### src/rtl/time_set_controller.sv
// Pushbutton time-entry front end: debounces MODE/INC, edits HH:MM:SS field by field
// and emits a one-cycle load strobe. States: RUN idle | SET_H/M/S edit field | COMMIT load.
module time_set_controller #(
  parameter int DEBOUNCE_CYCLES = 1000000,
  parameter int BLINK_CYCLES    = 12500000
) (
  input  logic       clk,
  input  logic       reset,
  input  logic       btn_mode,
  input  logic       btn_inc,
  input  logic [4:0] cur_hours,
  input  logic [5:0] cur_minutes,
  input  logic [5:0] cur_seconds,
  output logic [4:0] set_hours,
  output logic [5:0] set_minutes,
  output logic [5:0] set_seconds,
  output logic       load,
  output logic       setting,
  output logic [2:0] blink_mask
);

  localparam int DBW = $clog2(DEBOUNCE_CYCLES + 1);
  localparam int BKW = $clog2(BLINK_CYCLES + 1);
  localparam logic [DBW-1:0] DB_LAST = DBW'(DEBOUNCE_CYCLES - 1);
  localparam logic [BKW-1:0] BK_LAST = BKW'(BLINK_CYCLES - 1);

  typedef enum logic [2:0] {RUN, SET_H, SET_M, SET_S, COMMIT} state_t;

  // Key index 0 = MODE, 1 = INC
  logic [1:0]          sync1_q, sync2_q;
  logic [1:0]          lvl_q, lvl_d;
  logic [1:0][DBW-1:0] db_cnt_q, db_cnt_d;
  logic [1:0]          press;
  logic                mode_press, inc_press;

  state_t              state_q, state_d;
  logic [4:0]          hours_q, hours_d;
  logic [5:0]          minutes_q, minutes_d;
  logic [5:0]          seconds_q, seconds_d;
  logic [BKW-1:0]      blink_cnt_q, blink_cnt_d;
  logic                blink_phase_q, blink_phase_d;

  always_comb begin
    for (int k = 0; k < 2; k++) begin
      db_cnt_d[k] = '0;
      lvl_d[k]    = lvl_q[k];
      press[k]    = 1'b0;
      if (sync2_q[k] != lvl_q[k]) begin
        if (db_cnt_q[k] == DB_LAST) begin
          lvl_d[k] = sync2_q[k];
          press[k] = lvl_q[k];  // only a released->pressed change is an event
        end else begin
          db_cnt_d[k] = db_cnt_q[k] + DBW'(1);
        end
      end
    end
  end

  assign mode_press = press[0];
  assign inc_press  = press[1];

  always_comb begin
    state_d   = state_q;
    hours_d   = hours_q;
    minutes_d = minutes_q;
    seconds_d = seconds_q;
    case (state_q)
      RUN: begin
        if (mode_press) begin
          state_d   = SET_H;
          hours_d   = cur_hours;
          minutes_d = cur_minutes;
          seconds_d = cur_seconds;
        end
      end
      SET_H: begin
        if (mode_press)     state_d = SET_M;
        else if (inc_press) hours_d = (hours_q >= 5'd23) ? 5'd0 : hours_q + 5'd1;
      end
      SET_M: begin
        if (mode_press)     state_d   = SET_S;
        else if (inc_press) minutes_d = (minutes_q >= 6'd59) ? 6'd0 : minutes_q + 6'd1;
      end
      SET_S: begin
        if (mode_press)     state_d   = COMMIT;
        else if (inc_press) seconds_d = 6'd0;
      end
      COMMIT:  state_d = RUN;
      default: state_d = RUN;
    endcase
  end

  // Blink restarts visible on every state entry and INC press so the user sees the new value
  always_comb begin
    blink_cnt_d   = blink_cnt_q + BKW'(1);
    blink_phase_d = blink_phase_q;
    if ((state_d != state_q) || inc_press) begin
      blink_cnt_d   = '0;
      blink_phase_d = 1'b0;
    end else if (blink_cnt_q == BK_LAST) begin
      blink_cnt_d   = '0;
      blink_phase_d = ~blink_phase_q;
    end
  end

  always_ff @(posedge clk or negedge reset) begin
    if (!reset) begin
      sync1_q       <= 2'b11;
      sync2_q       <= 2'b11;
      lvl_q         <= 2'b11;
      db_cnt_q      <= '0;
      state_q       <= RUN;
      hours_q       <= '0;
      minutes_q     <= '0;
      seconds_q     <= '0;
      blink_cnt_q   <= '0;
      blink_phase_q <= 1'b0;
    end else begin
      sync1_q       <= {btn_inc, btn_mode};
      sync2_q       <= sync1_q;
      lvl_q         <= lvl_d;
      db_cnt_q      <= db_cnt_d;
      state_q       <= state_d;
      hours_q       <= hours_d;
      minutes_q     <= minutes_d;
      seconds_q     <= seconds_d;
      blink_cnt_q   <= blink_cnt_d;
      blink_phase_q <= blink_phase_d;
    end
  end

  assign set_hours   = hours_q;
  assign set_minutes = minutes_q;
  assign set_seconds = seconds_q;
  assign load        = (state_q == COMMIT);
  assign setting     = (state_q != RUN);

  always_comb begin
    blink_mask = 3'b000;
    if (blink_phase_q) begin
      case (state_q)
        SET_H:   blink_mask = 3'b100;
        SET_M:   blink_mask = 3'b010;
        SET_S:   blink_mask = 3'b001;
        default: blink_mask = 3'b000;
      endcase
    end
  end

endmodule

### config.mk
export PLATFORM = sky130hd
export DESIGN_NAME = time_set_controller
export DESIGN_NICKNAME = d
export VERILOG_FILES = /design/src/rtl/time_set_controller.sv
export SDC_FILE = /design/constraint.sdc
export NUM_CORES = 1
export LEC_CHECK = 0
export CORE_ASPECT_RATIO = 0.75
export CORE_UTILIZATION = 40
export CTS_CLUSTER_SIZE = 25
export DETAILED_ROUTE_END_ITERATION = 7
export GPL_ROUTABILITY_DRIVEN = 0
export GPL_TIMING_DRIVEN = 0
export PLACE_DENSITY = 0.6
export SLEW_MARGIN = 10
export SYNTH_ARGS = -nofsm -noshare
export SYNTH_HDL_FRONTEND = slang
export SYNTH_SLANG_ARGS = --single-unit
### constraint.sdc
create_clock -name clk -period 2.2 [get_ports clk]
set_clock_uncertainty 0.05 [all_clocks]
set_input_delay 0.55 -clock clk [delete_from_list [all_inputs] [get_ports clk]]
set_output_delay 0.55 -clock clk [all_outputs]
set_load 0.01 [all_outputs]
==> key figures, run 1 <==
Floorplan
  – Chip width: 128.1 microns
  – Die Height: 96.57 microns
  – Ports: 43
  – Row Count: 34
  – Initial Util: 41.07%
  – DIE AREA: 12370 sq um
  – Core region area: 11610 sq um

Setup path
  – WP data required: 2.37 ns
  – CP startpoint kind: flip-flop
  – Cells along the critical path: or4b_4, or4_4, nor4b_4, a21oi_4, mux2_4
  – WS Path Type: flip-flop to flip-flop
  – Reg2Reg Launch Point: db_cnt_q[15]
  – Slowest stage delay, CP: 0.58 ns
  – R2R cell count: 5
  – Worst Setup End Kind: flip-flop
  – Setup crit end: set_minutes[0]
  – Reg2Reg Capture Point: set_minutes[0]
  – Critical path launch point: db_cnt_q[15]
  – R2r setup slk: -0.16 ns
  – Slowest-stage cell, CP: or4b_4
  – WP data arrival: 2.53 ns
  – Crit-path max FO: 4

Timing
  – Unrepaired setup endpoints after global routing: yes
  – Final Setup Violations: 37
  – Final Hold Viols: 0
  – Slew headroom: 43.35%
  – Worst setup margin: -0.1602 ns
  – F_max: 0.4237 GHz
  – Final cycle utilization of the critical path: 107.3%
  – Fin. max-slew vios: 0
  – Worst-Margin Slew: 0.8433 ns
  – Final min period: 2.360 ns

Yosys
  – Synth Net Count: 534
  – Yosys top cell area share: 44.60%
  – Mapped cell area: 4770 sq um
  – Syn_area_per_cell: 9.389 sq um
  – FF+latch count, synth: 91
  – Yosys cell types: 54
  – Ys async rst share: 100.0%
  – Cells after synthesis: 508
  – Post-synth top cells: 85 x dfrtp_1, 81 x nor2_1, 44 x nand2_1, 31 x nand3_1, 31 x xnor2_1
  – Main synth FF type: dfrtp_1
  – Most frequent cell after synthesis: dfrtp_1
  – Sequential area share after synthesis: 47.90%
  – Yosys warnings: 0
  – Synth top area cells: dfrtp_1 45%, nor2_1 6.4%, xnor2_1 5.7%
  – EDFF count, synth: 0
  – Largest area contributor in the netlist: dfrtp_1

GRT
  – Vias in the first global route: 3632
  – GRT overflow: 0
  – Initial antenna violation count: 0
  – Total GRT Usage: 18.74%
  – Pin count of the biggest net entering global routing: 49
  – First-pass GRT wire length: 18.19 mm

Drt
  – Starting DRC count in detailed routing: 221
  – DRT antenna net count: 0
  – Remaining DRCs: 0
  – Drt pass-1 iters: 4
  – Detailed Route WL: 11.15 mm
  – Routed via count: 3998
  – Vias per cell: 5.288
  – WL/cell: 14.75 microns

Pwr
  – Power Density: 515.6 nW/um^2
  – VDD IR max: 0.3745 mV
  – Final Power: 3.229 mW
  – Lkg Pwr: 2.514 nW

Placement
  – Post-DP HPWL: 7.483 mm
  – Port bufs: 42
  – Placed Cells: 713

Flow run
  – Max-Cap Viols: 0

Clocking
  – CTS H-tree depth: 3
  – Clk sink count: 91
  – Longest Clk Path Bufs: 2
  – CTS buffer count: 9
  – Clock-pin slew on the worst setup and hold paths: 0.06 ns
  – Clk root buf: clkbuf_16
  – Worst-skew pair later-pin latency: 0.33 ns
  – CTS tree: yes

Cells and area
  – Non-Filler Instances: 756
  – Diode count: 0
  – Share of cells above drive strength 1: 19.53%
  – Area grow syn2layout: 31.30%
  – Layout Nets: 615

Run status
  – Status: finished, violations left
  – Failing checks: setup timing

Worst hold path
  – Worst min-delay path category: primary input to asynchronous set/reset pin
-- layout make-up --
cell class | count | area (sq um)
fill | 1028 | 5351
sequential | 91 | 2293
clock buffer | 14 | 254.0
buffer | 7 | 60.06
multi-input combinational | 389 | 2639
tap | 162 | 202.7
clock inverter | 2 | 12.51
inverter | 12 | 45.04
timing repair buffer | 79 | 755.7
-- state kept, by name, summed over array words and instances, names as in the netlist --
| name | cells |
|---|---|
| blink_cnt_q | 24 |
| blink_phase_q | 1 |
| db_cnt_q | 40 |
| lvl_q | 2 |
| set_hours | 5 |
| set_minutes | 6 |
| set_seconds | 6 |
| state_q | 3 |
| sync1_q | 2 |
| sync2_q | 2 |
-- where the power goes --
part | internal, mW | switching (mW)
registers | 1.69 | 0.0124
clock network | 0.797 | 0.606
logic | 0.0585 | 0.0656
total | 2.54 | 0.684
-- stage by stage --
stage	TNS [ns]	setup WS [ns]	instance area (sq um)	hold slack (ns)	util (%)
after detailed placement	-16.79	-0.4976	5434	0.3012	46.79
after global placement	-267.45	-2.854	5409	0.2961	46.57
after floorplan	-0.6609	-0.1045	4786	0.2044	-
after global routing	-3.767	-0.1946	6262	0.2096	53.92
final	-1.690	-0.1602	6262	0.1674	53.92
after CTS	-1.273	-0.1627	6023	0.1789	51.86
-- layout by cell type, fill, tap and decap left out, types with 4 or more instances in the layout --
| master | instances |
|---|---|
| and4_1 | 6 |
| clkbuf_16 | 11 |
| and2_1 | 5 |
| o21ai_0 | 10 |
| xnor2_1 | 31 |
| buf_6 | 5 |
| inv_1 | 12 |
| and3_1 | 8 |
| a21oi_1 | 11 |
| o21ai_1 | 7 |
| or3_1 | 7 |
| nor2_1 | 77 |
| dfrtp_2 | 7 |
| dfrtp_1 | 78 |
| nand2_2 | 5 |
| dfstp_2 | 6 |
| nor3_1 | 14 |
| dlygate4sd2_1 | 4 |
| nor4_1 | 12 |
| clkdlybuf4s50_1 | 36 |
| nand2_1 | 39 |
| clkbuf_1 | 7 |
| buf_4 | 31 |
| nand3_1 | 29 |
| nand4_1 | 20 |
| xor2_1 | 27 |
| ha_1 | 4 |
-- timing repair --
item                                    in CTS  in global routing
setup buffers                               19                 14
endpoints found under the setup margin      85                 51
hold buffers                                 0                  0
pin swaps                                   23                 15
cloned                                       0                  3
gates resized for setup                     64                 26
-- metal layers --
metal	part of all wire, %	GRT usage [%]	vias up
met2	42	27.49	66
met1	53	27.66	1950
met5	0	0	-
li1	-	-	1970
met3	3.7	3.855	12
met4	1.2	5.686	0
-- worst min-delay path by stage --
stage / end / slack (ns) / cells past startpoint
4_1_cts: blink_cnt_q[19] / 0.18 / 1
3_3_place_gp: sync2_q[0] / 0.30 / 0
6_report: blink_cnt_q[19] / 0.17 / 1
2_1_floorplan: blink_cnt_q[0] / 0.20 / 0
5_1_grt: blink_cnt_q[18] / 0.21 / 1
3_5_place_dp: sync2_q[0] / 0.30 / 0
-- worst max-delay path, delay by kind of cell, from the launching register on --
kind / cells / cell delay [ns]
AO/OA/AOI/OAI: 1 / 0.08
flip-flops: 1 / 0.38
multiplexers: 1 / 0.32
AND/OR/NAND/NOR: 3 / 1.42
-- kinds of logic (layout without fill, tap and decap cells) --
group,after synthesis,count (layout),synth area share [%]
muxes,4,4,0.9967
xor gates and xnor gates,58,58,10.65
DFF,91,91,47.90
buffers and inverters,28,114,2.387
and+or+nand+nor,265,265,29.17
AOI/OAI and AO/OA,57,57,7.582
adders and majority gates,5,5,1.312
Power figures use the tool's default switching activity.
==> inputs of run 2 (changes only) <==
CAP_MARGIN = 10   (was not set)
CTS_CLUSTER_DIAMETER = 200   (was not set)
==> results of run 2 <==
The final DEF is identical to that of run 1; final timing and power are the same.
==> inputs of run 3 (changes only) <==
HOLD_SLACK_MARGIN = 0.02   (was not set)
==> results of run 3 <==
The final DEF is identical to that of run 1; final timing and power are the same.
